**src/rtl/delay_line_var_if.sv**
```systemverilog
// Stream-side bundle of the variable delay line: control/select/sample inputs
// and the tapped sample, occupancy and select-error outputs.
interface delay_line_var_if #(
  parameter int SIG_DATA_WIDTH = 16,
  parameter int SEL_WIDTH      = 4
);
  logic                      Enable;
  logic                      Flush;
  logic [SEL_WIDTH-1:0]      Delay_Sel;
  logic                      Valid_In;
  logic [SIG_DATA_WIDTH-1:0] Data_In;
  logic                      Valid_Out;
  logic [SIG_DATA_WIDTH-1:0] Data_Out;
  logic [SEL_WIDTH-1:0]      Fill_Count;
  logic                      Sel_Err;

  modport master (
    output Enable, Flush, Delay_Sel, Valid_In, Data_In,
    input  Valid_Out, Data_Out, Fill_Count, Sel_Err
  );

  modport slave (
    input  Enable, Flush, Delay_Sel, Valid_In, Data_In,
    output Valid_Out, Data_Out, Fill_Count, Sel_Err
  );
endinterface

```
**src/rtl/delay_line_var.sv**
```systemverilog
// Runtime-selectable delay line: MAX_DELAY valid-qualified stages with stall,
// flush, occupancy count and a registered out-of-range select flag.
module delay_line_var #(
  parameter int SIG_DATA_WIDTH = 16,
  parameter int MAX_DELAY      = 8,
  parameter int SEL_WIDTH      = 4
) (
  input logic              clk,
  input logic              reset,
  delay_line_var_if.slave  bus
);
  localparam logic [SEL_WIDTH-1:0] MAX_SEL = SEL_WIDTH'(MAX_DELAY);

  logic [SIG_DATA_WIDTH-1:0] d_r [MAX_DELAY];
  logic [MAX_DELAY-1:0]      v_r;
  logic [SEL_WIDTH-1:0]      fill_r;
  logic                      sel_err_r;

  logic [SEL_WIDTH-1:0]      sel_eff_s;
  logic [SIG_DATA_WIDTH-1:0] din_gated_s;
  logic                      valid_out_s;
  logic [SIG_DATA_WIDTH-1:0] data_out_s;

  // Bubbles enter the pipe as zero data so Data_Out is zero whenever invalid.
  assign din_gated_s = bus.Valid_In ? bus.Data_In : {SIG_DATA_WIDTH{1'b0}};
  assign sel_eff_s   = (bus.Delay_Sel > MAX_SEL) ? MAX_SEL : bus.Delay_Sel;

  // Stage registers, valid bits and occupancy; flush outranks enable.
  always_ff @(posedge clk or posedge reset) begin
    if (reset) begin
      for (int i = 0; i < MAX_DELAY; i++) begin
        d_r[i] <= {SIG_DATA_WIDTH{1'b0}};
      end
      v_r    <= {MAX_DELAY{1'b0}};
      fill_r <= {SEL_WIDTH{1'b0}};
    end else if (bus.Flush) begin
      for (int i = 0; i < MAX_DELAY; i++) begin
        d_r[i] <= {SIG_DATA_WIDTH{1'b0}};
      end
      v_r    <= {MAX_DELAY{1'b0}};
      fill_r <= {SEL_WIDTH{1'b0}};
    end else if (bus.Enable) begin
      d_r[0] <= din_gated_s;
      v_r[0] <= bus.Valid_In;
      for (int i = 1; i < MAX_DELAY; i++) begin
        d_r[i] <= d_r[i-1];
        v_r[i] <= v_r[i-1];
      end
      // One sample in, the oldest stage out: net change is in minus out.
      fill_r <= fill_r + SEL_WIDTH'(bus.Valid_In) - SEL_WIDTH'(v_r[MAX_DELAY-1]);
    end
  end

  // Select error is sampled on every edge, independent of enable and flush.
  always_ff @(posedge clk or posedge reset) begin
    if (reset) begin
      sel_err_r <= 1'b0;
    end else begin
      sel_err_r <= (bus.Delay_Sel > MAX_SEL);
    end
  end

  // Tap mux: zero select bypasses the stages; otherwise AND-OR over a one-hot hit.
  always_comb begin
    valid_out_s = 1'b0;
    data_out_s  = {SIG_DATA_WIDTH{1'b0}};
    if (sel_eff_s == {SEL_WIDTH{1'b0}}) begin
      valid_out_s = bus.Valid_In;
      data_out_s  = din_gated_s;
    end else begin
      for (int i = 0; i < MAX_DELAY; i++) begin
        valid_out_s = valid_out_s | ((sel_eff_s == SEL_WIDTH'(i + 1)) & v_r[i]);
        data_out_s  = data_out_s
                    | ({SIG_DATA_WIDTH{sel_eff_s == SEL_WIDTH'(i + 1)}} & d_r[i]);
      end
    end
  end

  assign bus.Valid_Out  = valid_out_s;
  assign bus.Data_Out   = data_out_s;
  assign bus.Fill_Count = fill_r;
  assign bus.Sel_Err    = sel_err_r;
endmodule

```
**src/flat_wrapper.sv**
```systemverilog
// flat-port wrapper written by rule: the top's interface ports become plain ports
module delay_line_var_flat 
#(
  parameter int SIG_DATA_WIDTH = 16,
  parameter int MAX_DELAY      = 8,
  parameter int SEL_WIDTH      = 4
)
  (clk, reset, bus_Enable, bus_Flush, bus_Delay_Sel, bus_Valid_In, bus_Data_In, bus_Valid_Out, bus_Data_Out, bus_Fill_Count, bus_Sel_Err);
  delay_line_var_if #(.SIG_DATA_WIDTH(SIG_DATA_WIDTH), .SEL_WIDTH(SEL_WIDTH)) bus_i ();
  input logic clk;
  input logic reset;
  input wire logic [$bits(bus_i.Enable)-1:0] bus_Enable;
  input wire logic [$bits(bus_i.Flush)-1:0] bus_Flush;
  input wire logic [$bits(bus_i.Delay_Sel)-1:0] bus_Delay_Sel;
  input wire logic [$bits(bus_i.Valid_In)-1:0] bus_Valid_In;
  input wire logic [$bits(bus_i.Data_In)-1:0] bus_Data_In;
  output wire logic [$bits(bus_i.Valid_Out)-1:0] bus_Valid_Out;
  output wire logic [$bits(bus_i.Data_Out)-1:0] bus_Data_Out;
  output wire logic [$bits(bus_i.Fill_Count)-1:0] bus_Fill_Count;
  output wire logic [$bits(bus_i.Sel_Err)-1:0] bus_Sel_Err;
  assign bus_i.Enable = bus_Enable;
  assign bus_i.Flush = bus_Flush;
  assign bus_i.Delay_Sel = bus_Delay_Sel;
  assign bus_i.Valid_In = bus_Valid_In;
  assign bus_i.Data_In = bus_Data_In;
  assign bus_Valid_Out = bus_i.Valid_Out;
  assign bus_Data_Out = bus_i.Data_Out;
  assign bus_Fill_Count = bus_i.Fill_Count;
  assign bus_Sel_Err = bus_i.Sel_Err;
  delay_line_var #(.SIG_DATA_WIDTH(SIG_DATA_WIDTH), .MAX_DELAY(MAX_DELAY), .SEL_WIDTH(SEL_WIDTH)) u_core (.clk(clk), .reset(reset), .bus(bus_i));
endmodule
```
**config.mk**
```make
export PLATFORM = sky130hd
export DESIGN_NAME = delay_line_var_flat
export DESIGN_NICKNAME = d
export VERILOG_FILES = /design/src/rtl/delay_line_var_if.sv /design/src/rtl/delay_line_var.sv /design/src/flat_wrapper.sv
export SDC_FILE = /design/constraint.sdc
export NUM_CORES = 1
export LEC_CHECK = 0
export ABC_AREA = 1
export ABC_CLOCK_PERIOD_IN_PS = 9200
export CAP_MARGIN = 10
export CORE_UTILIZATION = 35
export CTS_CLUSTER_DIAMETER = 80
export DETAILED_ROUTE_END_ITERATION = 12
export PLACE_DENSITY = 0.61
export SYNTH_ARGS = -nofsm -noshare
export SYNTH_HDL_FRONTEND = slang
export SYNTH_SLANG_ARGS = --single-unit
```
**constraint.sdc**
```tcl
create_clock -name clk -period 9.2 [get_ports clk]
set_input_delay 1.84 -clock clk [delete_from_list [all_inputs] [get_ports clk]]
set_output_delay 1.84 -clock clk [all_outputs]
set_load 0.05 [all_outputs]
```
==> reports/qor.yml, run 1 <==
status:
  status: "complete, no violations"
clock_tree:
  cts-root-buf: "clkbuf_16"
  hold_buffers: 0
  cts_buffers: 17
  cts.sinks: 141
  path_clk_slew_ns: 0.06
  cts_buffer_depth: 2
  htreeDepth: 4
  insertion_delay_ns: 0.42
  post_cts_buffers: 0
  cts_tree: "built"
  post_cts_resized: 0
placement:
  hpwl_mm: 10.5
  dp_cells: 1083
  place.gp.congestion: 0.772
  port_buffers: 46
yosys:
  yosysUniqueCellTypes: 26
  yosys_warnings: 0
  yosysSeqAreaShare: 0.517
  syn_nets: 859
  synth_top_area_share: 0.517
  ys.flop_type: "dfrtp_1"
  syn_area_per_cell_um2: 8.23
  synth_edf_count: 0
  yosys.cell_count.top_type: "nand2_1"
  syn_inst: 829
  ys_async_sr_fraction: 1.00
  synth_area_um2: 6830
  yosys-top-cells-count: "163 x nand2_1, 141 x dfrtp_1, 112 x inv_1"
  yosys-top-cells-area: "dfrtp_1 52%, nand2_1 9.0%, nand3_1 6.4%"
  synth_top_cell_by_area: "dfrtp_1"
  ys_seq_elements: 141
drt:
  firstDrtPassIters: 5
  ant_nets: 0
  dr_wl_met2_mm: 8.81
  drt_iter0_drc: 415
  wl_per_cell_um: 17.1
  met3_length_mm: 1.20
  vias: 5855
  vias_per_cell: 5.25
  drc: 0
  top_layer_used: "met4"
  wl_mm: 19.0
  wl_met1_mm: 8.69
final_layout:
  diodes: 0
  nets: 872
  stdcell_count: 1115
  fin_util: 0.426
  drive_gt1_frac: 0.0678
  fillers: 1948
  synthToLayoutAreaGrowth_pct: 17.8
power:
  combPwrFrac: 0.079
  swShare: 0.240
  clkPwrFrac: 0.496
  ir_drop_mv: 0.137
  switchingPower_uw: 358
  power_density_nw_per_um2: 185
  p_seq_frac: 0.425
  cellLeakagePower_uw: 0.00361
  p_int_uw: 1130
worst_setup_path:
  ff2ff_setup_slack_ns: 7.43
  endpoint_kind: "primary output"
  required_ns: 7.36
  rr_startpoint: "u_core.v_r[7]"
  rr_endpoint: "u_core.bus.Fill_Count[2]"
  cp-endpoint: "bus_Data_Out[12]"
  rr_worst_depth: 6
  worstSetupStartpointType: "primary input"
  arrival_ns: 5.54
  crit_type: "in2out"
  cp_max_fo: 35
  critPathLaunch: "bus_Delay_Sel[2]"
flow_run:
  maxCapViolations: 0
die:
  die_h_um: 142
  rows: 50
  core_um2: 18900
  die-area_um2: 20100
  pin_count: 47
  die_x_um: 142
  start_util: 0.361
timing:
  rsz0062_at_grt: "no"
  drv_slew: 0
  min_period_ns: 7.38
  hold_viol: 0
  final-setup-viol-count: 0
  slew_headroom: 0.201
  max_freq_mhz: 136
  worstMarginPinSlew_ns: 1.19
  clock_skew_ns: 0.00606
  period_share: 0.802
  fin_setup_tns_ns: 0
global_route:
  grt_antenna_before_repair: 0
  grt_pass1_vias: 5648
  grt_max_degree: 102
  track_usage: 0.202
  overflow: 0
  grt_pass1_wl_mm: 31.3
hold_path:
  min_path_type: "reg2reg"
==> per-stage QoR <==
| stage | power, µW | setup slack (ns) | cell area (µm²) | hold WS, ns |
|---|---|---|---|---|
| finish | 1490 | 1.82 | 8040 | 0.480 |
| global route | 1530 | 1.54 | 8040 | 0.503 |
| CTS | 1500 | 1.85 | 8040 | 0.483 |
| detailed placement | 761 | 1.84 | 7410 | 0.463 |
| global placement | 761 | 1.91 | 7410 | 0.465 |
| floorplan | 717 | 3.58 | 6830 | 0.442 |
==> worst max-delay path, cell delays in order <==
cell and delay (ns):
clkdlybuf4s50_1 0.75, buf_4 0.44, clkinv_1 1.03, nand4_1 0.45
nand2_1 0.09, nor2_1 0.13, nand3_1 0.08, clkdlybuf4s50_1 0.70
==> final cells by class <==
| type | count | area, µm² | share of cell area |
|---|---|---|---|
| Inverter | 117 | 447 | 0.0555 |
| Timing Repair Buffer | 57 | 543 | 0.0675 |
| Tap cell | 260 | 325 | 0.0404 |
| Multi-Input combinational cell | 508 | 2560 | 0.319 |
| Clock buffer | 21 | 470 | 0.0585 |
| Clock inverter | 11 | 164 | 0.0204 |
| Sequential cell | 141 | 3530 | 0.439 |
==> logic make-up after synthesis <==
kind of cell	after synthesis	synth area share
AND/OR/NAND/NOR	362	0.246
buffers and inverters	180	0.109
flip-flops	141	0.517
AO/OA/AOI/OAI	139	0.115
adder cells (fa/ha/maj)	5	0.0103
XOR/XNOR	2	0.00257
==> how the worst min path moves through the flow <==
stage,from,to,depth (start not counted)
2_1_floorplan,u_core.d_r[15],u_core.d_r[15],2
3_3_place_gp,u_core.d_r[15],u_core.d_r[15],2
3_5_place_dp,u_core.d_r[15],u_core.d_r[15],2
4_1_cts,u_core.d_r[15],u_core.d_r[15],2
5_1_grt,u_core.d_r[0],u_core.d_r[0],2
6_report,u_core.d_r[15],u_core.d_r[15],2
==> placed cells by master (no fill, tap or decap), types with 11 or more instances in the layout <==
cell	instances
nand2_1	163
dfrtp_1	141
buf_4	11
nor2_1	34
clkbuf_16	17
inv_1	109
o21ai_0	67
clkdlybuf4s50_1	46
nand3_1	87
o22ai_1	69
nand4_1	68
==> sequential cells by signal (all words and copies together) (netlist names) <==
signal                 cells
u_core.bus.Sel_Err         1
u_core.bus.Fill_Count      4
u_core.d_r               128
u_core.v_r                 8
==> routing by layer <==
layer | vias to the layer above | GRT usage
li1 | 2809 | -
met1 | 2823 | 0.288
met2 | 199 | 0.306
met3 | 24 | 0.0300
met4 | 0 | 0.0804
met5 | - | 0
==> power by group through the flow <==
stage | sequential [µW] | combinational [µW] | clock, µW
4_1_cts | 632 | 119 | 745
6_report | 632 | 118 | 737
5_1_grt | 633 | 128 | 770
2_1_floorplan | 647 | 69.8 | 0
3_3_place_gp | 643 | 118 | 0
3_5_place_dp | 643 | 118 | 0
(Power assumes the default switching activity.)
==> run 2: changes to the inputs <==
Settings changed: ABC_CLOCK_PERIOD_IN_PS 9200 to 6710, PLACE_DENSITY 0.61 to 0.63.
Clock period 9.2 ns to 6.71 ns, I/O delays scaled along.
==> reports/qor.yml, run 2 (synthesized netlist as in run 1, its figures left out) <==
status:
  status: "complete, no violations"
power:
  power.total_uw: 2050  # +38%
  power_density_nw_per_um2: 249  # +34%
  cellLeakagePower_uw: 0.00369  # +2.2%
  p_seq_frac: 0.423  # -0.002
  clkPwrFrac: 0.496  # about the same
  swShare: 0.245  # +0.00438
  combPwrFrac: 0.081  # +0.002
  p_int_uw: 1550  # +37%
  ir_drop_mv: 0.166  # +21%
  switchingPower_uw: 501  # +40%
timing:
  period_share: 0.731
  worstMarginPinSlew_ns: 1.05  # -0.138 ns
  timing.hold.ws_ns: 0.484  # +0.00404 ns
  max_freq_mhz: 204
  min_period_ns: 4.91
  fin_setup_tns_ns: 0  # unchanged
  hold_viol: 0  # unchanged
  drv_slew: 0  # unchanged
  slew_headroom: 0.295  # +0.0945
  clock_skew_ns: 0.00470  # -0.00136 ns
  final-setup-viol-count: 0  # unchanged
  rsz0062_at_grt: "no"
drt:
  vias_per_cell: 5.28  # +0.64%
  drc: 0  # unchanged
  ant_nets: 0  # unchanged
  wl_mm: 18.8  # -1.3%
  firstDrtPassIters: 5  # unchanged
  drt_iter0_drc: 458  # +10%
  vias: 5903  # +0.82%
  wl_per_cell_um: 16.8  # -1.4%
die:
  rows: 50  # unchanged
  die_h_um: 142  # unchanged
  start_util: 0.361  # unchanged
  die_x_um: 142  # unchanged
  die-area_um2: 20100  # unchanged
  pin_count: 47  # unchanged
  core_um2: 18900  # unchanged
worst_setup_path:
  crit_type: "in2out"
  cp_max_fo: 36  # +2.9%
  worstSetupStartpointType: "primary input"
  endpoint_kind: "primary output"
  arrival_ns: 3.56  # -1.98 ns
  required_ns: 5.37  # -1.99 ns
clock_tree:
  cts-root-buf: "clkbuf_16"
  path_clk_slew_ns: 0.06  # about the same
  cts_buffer_depth: 2  # unchanged
  cts_buffers: 17  # unchanged
  htreeDepth: 4  # unchanged
  cts.sinks: 141  # unchanged
  hold_buffers: 0  # unchanged
  post_cts_buffers: 0  # unchanged
  insertion_delay_ns: 0.42  # about the same
  post_cts_resized: 0  # unchanged
  cts_tree: "built"
final_layout:
  fillers: 1907  # -2.1%
  layout_commonest_cell: "nand2_1"
  final_cell_mix: "163 x nand2_1, 141 x dfrtp_1, 109 x inv_1"
  largest-register: "u_core.d_r"
  largest_reg_flops: 128  # unchanged
  fin_util: 0.436  # +0.0102
  nets: 874  # +0.23%
  synthToLayoutAreaGrowth_pct: 20.7
  drive_gt1_frac: 0.0910  # +0.0232
  diodes: 0  # unchanged
global_route:
  grt_pass1_wl_mm: 31.3  # +0.31%
  track_usage: 0.201  # about the same
  overflow: 0  # unchanged
  grt_pass1_vias: 5859  # +3.7%
  grt_max_degree: 102  # unchanged
  grt_antenna_before_repair: 0  # unchanged
flow_run:
  maxCapViolations: 0  # unchanged
placement:
  place.gp.congestion: 0.767  # -0.61%
  hpwl_mm: 10.9  # +4.1%
  port_buffers: 46  # unchanged
hold_path:
  min_path_type: "reg2reg"
-- run 2: changes by cell type in the layout (fill, tap and decap cells not counted), moves of 2 or more --
cell and change:
buf_4 +2, clkdlybuf4s50_1 -17, buf_12 +17, clkinvlp_4 +3
clkinv_2 -3
-- run 2: final cells by class --
cell class | count | area [µm²] | share of cell area
clock buffer | 19 | 453 | 0.0550
clock inverter | 13 | 189 | 0.0229
inverter | 117 | 447 | 0.0542
multi-input combinational | 508 | 2560 | 0.311
sequential | 141 | 3530 | 0.428
tap | 260 | 325 | 0.0395
timing repair buffer | 59 | 728 | 0.0884
-- run 2: per-stage QoR --
| step | cells | area [µm²] | setup WS (ns) |
|---|---|---|---|
| CTS | 1117 | 8240 | 1.80 |
| finish | 1117 | 8240 | 1.80 |
| detailed placement | 1085 | 7590 | 1.82 |
| global route | 1117 | 8240 | 1.64 |
| global placement | 1085 | 7590 | 1.85 |
| floorplan | 829 | 6830 | 1.59 |
-- run 2: critical path: stages --
cell and delay [ns]:
clkdlybuf4s50_1 0.58, buf_4 0.42, nand2_2 0.14, nor2_4 0.49, nand2_1 0.12, nand2_1 0.09
nor2_1 0.04, nand3_1 0.16, buf_12 0.16
-- run 2: power groups by stage --
stage	combinational [µW]	sequential (µW)	clock, µW
global placement	165	882	0
detailed placement	165	882	0
finish	165	866	1020
CTS	166	866	1030
floorplan	95.8	887	0
global route	180	867	1060
-- run 2: path summary, 6_finish.rpt --
path / cells after the start / slack (ns) / startpoint / end
setup / recovery: 9 / 1.80 / bus_Delay_Sel[2] / bus_Data_Out[6]
hold / removal: 2 / 0.48 / u_core.d_r[15] / u_core.d_r[15]
setup reg to reg: 6 / 4.94 / u_core.v_r[7] / u_core.bus.Fill_Count[2]
hold reg to reg: 2 / 0.48 / u_core.d_r[15] / u_core.d_r[15]
max in group asynchronous: 3 / 4.11 / reset / u_core.d_r[75]
min in group asynchronous: 2 / 1.46 / reset / u_core.d_r[114]
-- run 2: per-layer routing --
metal	track usage	wire, µm	up-vias
met2	0.323	8970	171
met1	0.275	8690	2895
met3	0.0307	764	23
li1	-	-	2814
met5	0	0	-
met4	0.0747	378	0
==> run 3: changes to the inputs <==
Settings changed: ABC_CLOCK_PERIOD_IN_PS 6710 to 4300.
Clock period 6.71 ns to 4.3 ns, I/O delays scaled along.
==> reports/qor.yml, run 3 (synthesized netlist as in run 1, its figures left out) <==
status:
  status: "complete, no violations"
timing:
  clock_skew_ns: 0.00470  # +0.00000557 ns
  rsz0062_at_grt: "no"
  period_share: 0.876
  layout_setup_ws_ns: 0.533  # -1.27 ns
  fin_setup_tns_ns: 0  # unchanged
  hold_viol: 0  # unchanged
  worstMarginPinSlew_ns: 1.05  # -0.000836 ns
  final-setup-viol-count: 0  # unchanged
  max_freq_mhz: 265
  slew_headroom: 0.298  # +0.00276
  min_period_ns: 3.77
  drv_slew: 0  # unchanged
global_route:
  grt_max_degree: 102  # unchanged
  track_usage: 0.203  # +0.00168
  grt_pass1_vias: 5794  # -1.1%
  grt_pass1_wl_mm: 31.4  # about the same
  overflow: 0  # unchanged
  grt_antenna_before_repair: 0  # unchanged
die:
  start_util: 0.361  # unchanged
  die_h_um: 142  # unchanged
  die-area_um2: 20100  # unchanged
  pin_count: 47  # unchanged
  die_x_um: 142  # unchanged
  rows: 50  # unchanged
  core_um2: 18900  # unchanged
drt:
  ant_nets: 0  # unchanged
  firstDrtPassIters: 6  # +1
  drt_iter0_drc: 557  # +22%
  vias: 5935  # +0.54%
  drc: 0  # unchanged
  vias_per_cell: 5.29  # about the same
  wl_mm: 19.1  # +1.8%
  wl_per_cell_um: 17.1  # +1.3%
final_layout:
  nets: 880  # +0.69%
  layout_commonest_cell: "nand2_1"
  final_area_um2: 8220  # -0.15%
  largest-register: "u_core.d_r"
  diodes: 0  # unchanged
  synthToLayoutAreaGrowth_pct: 20.5
  final_cell_mix: "163 x nand2_1, 141 x dfrtp_1, 109 x inv_1"
  drive_gt1_frac: 0.0916  # +0.000632
  largest_reg_flops: 128  # unchanged
  stdcell_count: 1122  # +0.45%
placement:
  place.gp.congestion: 0.767  # about the same
  pre_cts_ws_ns: 0.538  # -1.28 ns
  dp_cells: 1091  # +0.55%
  placedInstanceArea_um2: 7690  # +1.2%
  port_buffers: 46  # unchanged
  hpwl_mm: 11.1  # +2.3%
power:
  power_density_nw_per_um2: 363  # +46%
  ir_drop_mv: 0.244  # +47%
  cellLeakagePower_uw: 0.00370  # +0.30%
clock_tree:
  cts-root-buf: "clkbuf_16"
  htreeDepth: 4  # unchanged
  post_cts_resized: 0  # unchanged
  cts_tree: "built"
  cts.sinks: 141  # unchanged
  cts_buffer_depth: 2  # unchanged
  post_cts_buffers: 0  # unchanged
  cts_buffers: 17  # unchanged
  hold_buffers: 0  # unchanged
  path_clk_slew_ns: 0.06  # about the same
  insertion_delay_ns: 0.42  # about the same
hold_path:
  hold_depth: 2  # unchanged
  min_to: "u_core.d_r[10]"
  min_path_type: "reg2reg"
  hold_start: "u_core.d_r[10]"
worst_setup_path:
  rr_endpoint: "u_core.bus.Fill_Count[2]"
  worstSetupStartpointType: "primary input"
  required_ns: 3.44  # -1.93 ns
  crit_type: "in2out"
  ff2ff_setup_slack_ns: 2.51  # -2.43 ns
  arrival_ns: 2.91  # -0.65 ns
  rr_worst_depth: 6  # unchanged
  endpoint_kind: "primary output"
  cp_max_fo: 17  # -53%
  rr_startpoint: "u_core.v_r[7]"
flow_run:
  maxCapViolations: 0  # unchanged
## run 3: cell type report
class                      count  area [µm²]
clock inverter                 8        67.6
tap                          260         325
multi-input combinational    508        2560
clock buffer                  23         468
fill                        1877       10700
inverter                     117         445
sequential                   141        3530
timing repair buffer          65         823
## run 3: power by group
| group | leakage (µW) | total, µW | internal, µW | switching [µW] |
|---|---|---|---|---|
| registers | 0.00196 | 1350 | 1340 | 9.77 |
| clock network | 0.000266 | 1360 | 815 | 545 |
| logic | 0.00147 | 273 | 76.0 | 197 |
## run 3: critical path, cell delays in order
cell             delay, ns
clkdlybuf4s50_1       0.81
nand2_2               0.16
nor2_4                0.52
nand2_1               0.11
nand2_1               0.09
nor2_1                0.04
nand3_1               0.14
buf_12                0.16
## run 3: metrics by stage
step	total power, µW	utilization	hold slack, ns
after CTS	3010	0.435	0.487
after detailed placement	1650	0.407	0.473
after global placement	1650	0.407	0.467
after floorplan	1530	-	0.442
after global routing	3090	0.435	0.515
final	2990	0.435	0.486
## run 3: worst max-delay path by stage
stage / startpoint / slack [ns] / end
final: bus_Delay_Sel[2] / 0.53 / bus_Data_Out[6]
after global routing: bus_Delay_Sel[2] / 0.37 / bus_Data_Out[6]
after CTS: bus_Delay_Sel[2] / 0.52 / bus_Data_Out[12]
after detailed placement: bus_Delay_Sel[2] / 0.54 / bus_Data_Out[5]
after global placement: bus_Delay_Sel[2] / 0.58 / bus_Data_Out[12]
after floorplan: bus_Delay_Sel[0] / 1.43 / bus_Valid_Out
## run 3: per-layer routing
metal | part of all wire | vias up | track usage
met5 | 0 | - | 0
met4 | 0.017 | 0 | 0.0747
met3 | 0.054 | 19 | 0.0317
met2 | 0.46 | 205 | 0.321
met1 | 0.47 | 2888 | 0.282
li1 | - | 2823 | -
